File: config.mk
export PLATFORM = sky130hd
export DESIGN_NAME = mhd_stream_monitor
export DESIGN_NICKNAME = d
export VERILOG_FILES = /design/src/rtl/mhd_pkg.sv /design/src/rtl/hd_popcount.sv /design/src/rtl/mhd_stream_monitor.sv
export SDC_FILE = /design/constraint.sdc
export NUM_CORES = 1
export LEC_CHECK = 0
export ABC_CLOCK_PERIOD_IN_PS = 5500
export CAP_MARGIN = 20
export CORE_MARGIN = 2
export CORE_UTILIZATION = 53
export DETAILED_ROUTE_END_ITERATION = 10
export PLACE_DENSITY_LB_ADDON = 0.15
export SLEW_MARGIN = 20
export SYNTH_ARGS = -nofsm -noshare
export SYNTH_HDL_FRONTEND = slang
export SYNTH_SLANG_ARGS = --single-unit
export TNS_END_PERCENT = 5
File: constraint.sdc
create_clock -name clk -period 5.5 [get_ports clk]
set_input_delay 0.825 -clock clk [delete_from_list [all_inputs] [get_ports clk]]
set_output_delay 0.825 -clock clk [all_outputs]
set_load 0.005 [all_outputs]
File: src/rtl/mhd_pkg.sv
// Shared types and constants for the Hamming-distance stream monitor.
// Holds the FSM state encoding and the helper that sizes HD values.
package mhd_pkg;

  typedef enum logic [1:0] {
    IDLE  = 2'd0,
    RUN   = 2'd1,
    DRAIN = 2'd2,
    DONE  = 2'd3
  } state_e;

  localparam int WIDTH_D = 18;
  localparam int MHD_D   = 4;

  // Bits needed to hold any distance from 0 up to and including w.
  function automatic int hd_width(input int w);
    return $clog2(w + 1);
  endfunction

endpackage

File: src/rtl/hd_popcount.sv
// Combinational Hamming distance between two words: popcount(a ^ b).
// The result is sized so that both 0 and WIDTH are representable.
module hd_popcount
  import mhd_pkg::*;
#(
  parameter  int WIDTH = WIDTH_D,
  localparam int HD_W  = hd_width(WIDTH)
) (
  input  logic [WIDTH-1:0] a,
  input  logic [WIDTH-1:0] b,
  output logic [HD_W-1:0]  hd
);

  logic [WIDTH-1:0] diff;

  always_comb begin
    diff = a ^ b;
    hd   = '0;
    for (int i = 0; i < WIDTH; i++) begin
      hd = hd + HD_W'(diff[i]);
    end
  end

endmodule

File: src/rtl/mhd_stream_monitor.sv
// Streams exact/approximate word pairs, flags pairs whose Hamming distance
// exceeds MHD, and reports run statistics once N pairs have been checked.
module mhd_stream_monitor
  import mhd_pkg::*;
#(
  parameter  int WIDTH = WIDTH_D,
  parameter  int MHD   = MHD_D,
  parameter  int CNT_W = 16,
  localparam int HD_W  = hd_width(WIDTH)
) (
  input  logic             clk,
  input  logic             rst,
  input  logic             start,
  input  logic [CNT_W-1:0] num_samples,
  input  logic             in_valid,
  output logic             in_ready,
  input  logic [WIDTH-1:0] in_a,
  input  logic [WIDTH-1:0] in_b,
  output logic             busy,
  output logic             done,
  output logic             pass,
  output logic [CNT_W-1:0] viol_cnt,
  output logic [HD_W-1:0]  max_hd,
  output logic             first_viol_vld,
  output logic [CNT_W-1:0] first_viol_idx
);

  localparam logic [HD_W-1:0] MHD_L = HD_W'(MHD);

  state_e           state_q, state_d;
  logic [CNT_W-1:0] n_q, n_d;
  logic [CNT_W-1:0] acc_q, acc_d;

  logic             s1_vld_q, s1_vld_d;
  logic [HD_W-1:0]  s1_hd_q, s1_hd_d;
  logic [CNT_W-1:0] s1_idx_q, s1_idx_d;
  logic             s2_vld_q, s2_vld_d;
  logic [HD_W-1:0]  s2_hd_q, s2_hd_d;
  logic [CNT_W-1:0] s2_idx_q, s2_idx_d;

  logic [CNT_W-1:0] viol_cnt_q, viol_cnt_d;
  logic [HD_W-1:0]  max_hd_q, max_hd_d;
  logic             fv_vld_q, fv_vld_d;
  logic [CNT_W-1:0] fv_idx_q, fv_idx_d;

  logic [HD_W-1:0]  hd_in;
  logic             xfer;
  logic             start_ok;
  logic             s2_viol;

  hd_popcount #(.WIDTH(WIDTH)) u_hd_popcount (
    .a  (in_a),
    .b  (in_b),
    .hd (hd_in)
  );

  assign in_ready       = (state_q == RUN) && (acc_q < n_q);
  assign xfer           = in_valid && in_ready;
  assign start_ok       = start && ((state_q == IDLE) || (state_q == DONE));
  assign busy           = (state_q == RUN) || (state_q == DRAIN);
  assign done           = (state_q == DONE);
  assign pass           = done && (viol_cnt_q == '0);
  assign viol_cnt       = viol_cnt_q;
  assign max_hd         = max_hd_q;
  assign first_viol_vld = fv_vld_q;
  assign first_viol_idx = fv_idx_q;

  always_comb begin
    state_d = state_q;
    n_d     = n_q;
    acc_d   = acc_q;
    case (state_q)
      IDLE, DONE: begin
        if (start) begin
          n_d     = num_samples;
          acc_d   = '0;
          state_d = (num_samples == '0) ? DONE : RUN;
        end
      end
      RUN: begin
        if (xfer) begin
          acc_d = acc_q + 1'b1;
          if (acc_d == n_q) state_d = DRAIN;
        end
      end
      DRAIN: begin
        // Done only once the last sample has left both pipeline stages.
        if (!s1_vld_q && !s2_vld_q) state_d = DONE;
      end
      default: state_d = IDLE;
    endcase
  end

  always_comb begin
    s1_vld_d = xfer;
    s1_hd_d  = hd_in;
    s1_idx_d = acc_q;
    s2_vld_d = s1_vld_q;
    s2_hd_d  = s1_hd_q;
    s2_idx_d = s1_idx_q;
  end

  always_comb begin
    viol_cnt_d = viol_cnt_q;
    max_hd_d   = max_hd_q;
    fv_vld_d   = fv_vld_q;
    fv_idx_d   = fv_idx_q;
    s2_viol    = s2_vld_q && (s2_hd_q > MHD_L);
    if (start_ok) begin
      viol_cnt_d = '0;
      max_hd_d   = '0;
      fv_vld_d   = 1'b0;
      fv_idx_d   = '0;
    end else if (s2_vld_q) begin
      if (s2_viol) begin
        viol_cnt_d = viol_cnt_q + 1'b1;
        if (!fv_vld_q) begin
          fv_vld_d = 1'b1;
          fv_idx_d = s2_idx_q;
        end
      end
      if (s2_hd_q > max_hd_q) max_hd_d = s2_hd_q;
    end
  end

  always_ff @(posedge clk) begin
    if (rst) begin
      state_q    <= IDLE;
      n_q        <= '0;
      acc_q      <= '0;
      s1_vld_q   <= 1'b0;
      s1_hd_q    <= '0;
      s1_idx_q   <= '0;
      s2_vld_q   <= 1'b0;
      s2_hd_q    <= '0;
      s2_idx_q   <= '0;
      viol_cnt_q <= '0;
      max_hd_q   <= '0;
      fv_vld_q   <= 1'b0;
      fv_idx_q   <= '0;
    end else begin
      state_q    <= state_d;
      n_q        <= n_d;
      acc_q      <= acc_d;
      s1_vld_q   <= s1_vld_d;
      s1_hd_q    <= s1_hd_d;
      s1_idx_q   <= s1_idx_d;
      s2_vld_q   <= s2_vld_d;
      s2_hd_q    <= s2_hd_d;
      s2_idx_q   <= s2_idx_d;
      viol_cnt_q <= viol_cnt_d;
      max_hd_q   <= max_hd_d;
      fv_vld_q   <= fv_vld_d;
      fv_idx_q   <= fv_idx_d;
    end
  end

endmodule

==> impl_metrics.tcl <==
set metrics [dict create \
    grtUsageMet3_pct 5.30 \
    pin_count 98 \
    final_nets 833 \
    track_usage_pct 20.7 \
    ctsResizeCount 0 \
    setup_slack_ns 0.963 \
    io_buffer_count 97 \
    yosysSeqAreaShare_pct 40.5 \
    pre_cts_ws_ns 0.392 \
    routed_wl_um 11500 \
    clockRootBuffer "clkbuf_8" \
    grt.busiest_layer "met2" \
    yosys.area.top_type "dfxtp_1" \
    met2_usage_pct 36.0 \
    hold_viol 0 \
    drt_iter0_drc 209 \
    synth-compound-area-share_pct 10.4 \
    yosys.area_share.simple_pct 21.5 \
    antenna_found_initial 0 \
    grt_overflow 0 \
    cp-start-kind "input pin" \
    yosys.area_share.adder_pct 11.4 \
    power.share.sequential_pct 33.0 \
    ys_ff_latch 116 \
    postCtsHoldBufs 0 \
    cts_inserted_buffers 17 \
    hold_depth 1 \
    cpPeakStageDelay_ns 0.54 \
    routed_via_density 5.15 \
    fin_worst_skew_ns 0.0105 \
    grt_max_degree 68 \
    p_leak_nw 2.88 \
    synth_top_flop_cell "dfxtp_1" \
    remaining_drc_errors 0 \
    hpwl_um 8570 \
    synth_area_leaders "dfxtp_1, ha_1, nand2_1" \
    fmax_mhz 220 \
    die_x_um 108 \
    area.growth.synth_to_final_pct 28.0 \
    pwr-share-comb_pct 28.0 \
    htreeDepth 4 \
    antenna-diode-count 0 \
    nFillCells 842 \
    crit_path_top_delay_cell "fa_1" \
    path_class "input pin to flop" \
    dieArea_sq_mm 0.0117 \
    syn_area_per_cell_sq_um 8.88 \
    finalHoldWorstSlack_ns 0.432 \
    netSwitchingFraction_pct 31.3 \
    clkSlewWorstSetupHoldPaths_ns 0.06 \
    ir_drop_mv 0.220 \
    start_util_pct 55.1 \
    cts_buffer_depth 2 \
    synth_nets 747 \
    endpoint_kind "flop" \
    num_rows 37 \
    critPathMostFrequentCell "fa_1" \
    power.switching_uw 896 \
    worstSkewPairLatency_ns 0.51 \
    setup_viol 0 \
    synth_mux_area_share_pct 1.44 \
    fin_setup_tns_ns 0 \
    dr_total_vias 4539 \
    fin_crit_ns 4.54 \
    slew_violations 0 \
    required_ns 5.86 \
    cp_data_arrival_time_ns 4.90 \
    grt_pass1_vias 4254 \
    drv_cap 0 \
    globalplace.congestion 0.857 \
    power.density_mw_per_mm2 389 \
    synth_warnings 0 \
    relSlewSlack_pct 34.0 \
    synth_xor_area_share_pct 9.25 \
    synth-edff-count 0 \
    post_cts_buffers 0 \
    synth_cell_type_count 48 \
    cts_tree "built" \
    min_period_over_period_pct 82.5 \
    crit_chain "clkdlybuf4s50_1, xor2_1, ha_1, fa_1, fa_1, fa_1, inv_1, fa_1, fa_1, inv_1, fa_1, nor2b_1" \
    synth_top_family_by_area "simple AND/OR/NAND/NOR gates" \
    core_area_sq_mm 0.0104 \
    intPower_mw 1.96 \
    synthArstFlopShare_pct 0 \
    clock_power_share_pct 39.0 \
    grt_pass1_wl_um 19200 \
    critPathMaxFanout 2 \
    min_path_type "flop to flop" \
    drive_gt1_share_pct 5.50 \
    worstMarginPinSlew_ns 0.988 \
    syn_area_sq_mm 0.00574 \
    routedWlPerCell_um 13.0 \
    postRouteAntennaNets 0 \
    syn_inst 646 \
    firstDrtPassIters 4 \
    worstRegToRegCells 8 \
    met1_usage_pct 25.5 \
    rsz0062_at_grt "false" \
    outcome "finished clean" \
    fin_util_pct 70.5 \
    cts_sinks 116 \
    yosysTopAreaCellShare_pct 40.5 \
    die_h_um 108 \
]
[worst paths after layout]
| kind | from | end | slack, ns |
|---|---|---|---|
| hold / removal | s1_idx_q[1]$_SDFF_PP0_ | s2_idx_q[1]$_SDFF_PP0_ | 0.43 |
| setup reg to reg | acc_q[13]$_SDFFE_PP0P_ | acc_q[7]$_SDFFE_PP0P_ | 2.47 |
| setup / recovery | in_a[0] | s1_hd_q[1]$_SDFF_PP0_ | 0.96 |
| hold reg to reg | s1_idx_q[1]$_SDFF_PP0_ | s2_idx_q[1]$_SDFF_PP0_ | 0.43 |
[flip-flops by register name, indices dropped and copies added (netlist names), 2 cells and up]
register,count
max_hd,5
n_q,16
viol_cnt,16
state_q,2
s2_hd_q,5
s1_idx_q,16
s1_hd_q,5
first_viol_idx,16
acc_q,16
s2_idx_q,16
[kinds of logic (layout without fill, tap and decap cells)]
family	after synthesis	in the layout
AND/OR/NAND/NOR	242	242
flip-flops	116	116
AO/OA/AOI/OAI	100	100
buffers and inverters	76	175
XOR/XNOR	59	59
adder cells (fa/ha/maj)	45	45
multiplexers	8	8
[power groups by stage]
stage,clock [mW],combinational (mW),sequential (mW)
floorplan,0,0.592,0.948
global placement,0,0.743,0.959
detailed placement,0,0.801,0.962
CTS,1.13,0.807,0.944
global route,1.17,0.905,0.952
finish,1.11,0.801,0.944
[critical path, delay by kind of cell]
family	cells	cell delay, ns
XOR/XNOR	1	0.16
AND/OR/NAND/NOR	1	0.14
adder cells (fa/ha/maj)	7	3.17
buffers and inverters	3	0.61
[stage by stage]
stage               total power [mW]  std cells  area [sq um]
floorplan                       1.54        646          5740
global placement                1.70        849          6730
detailed placement              1.76        849          6730
CTS                             2.88        881          7340
global route                    3.03        881          7340
finish                          2.86        881          7340
[per-layer routing]
layer	vias to the layer above	part of all wire, %
li1	2325	-
met1	2084	45
met5	-	0
met2	117	49
met3	13	5.0
met4	0	0.95
[synth_stat cells, types with 2 or more instances]
master     number
nor4b_1         2
mux2i_1         6
or3_1           6
nand3_1        14
o21ai_0        23
and4_1          4
and3_4          2
buf_2           4
xnor2_1        29
and3_1          7
clkbuf_2        2
o2bb2ai_1       2
mux2_1          2
buf_6           3
o22ai_1         2
dfxtp_1       116
ha_1           33
fa_1           12
nand4_1        10
a21oi_1        49
nor3b_1         5
nand2_1        81
inv_1          45
xor2_1         29
o21a_1          4
nand2b_1        5
nor2b_1        41
nor3_1          9
o2111ai_1       2
nor4_1         11
buf_1           2
nor2_1         38
clkbuf_1       20
and2_1          2
a21o_1         11
[layout by cell type, fill, tap and decap left out, drive strengths merged, types with 2 or more instances in the layout]
master         count
a21o              11
a21oi             50
and2               2
and3               9
and4               4
buf                2
bufinv             3
clkbuf            17
clkdlybuf4s50     96
clkinv             4
dfxtp            116
fa                12
ha                33
inv               52
mux2               2
mux2i              6
nand2             81
nand2b             5
nand3             15
nand4             10
nor2              38
nor2b             41
nor3               9
nor3b              5
nor4              12
nor4b              2
o2111ai            2
o21a               4
o21ai             24
o22ai              2
o2bb2ai            2
or3                6
xnor2             29
xor2              29
[cell type report]
cell class | instances | area, sq um | share of cell area (%)
Multi-Input combinational cell | 454 | 3100 | 42.2
Sequential cell | 116 | 2320 | 31.6
Timing Repair Buffer | 98 | 976 | 13.3
Clock buffer | 17 | 414 | 5.64
Clock inverter | 15 | 193 | 2.62
Tap cell | 136 | 170 | 2.32
Inverter | 45 | 169 | 2.30
Note: power is estimated with default switching activity, not from simulation.
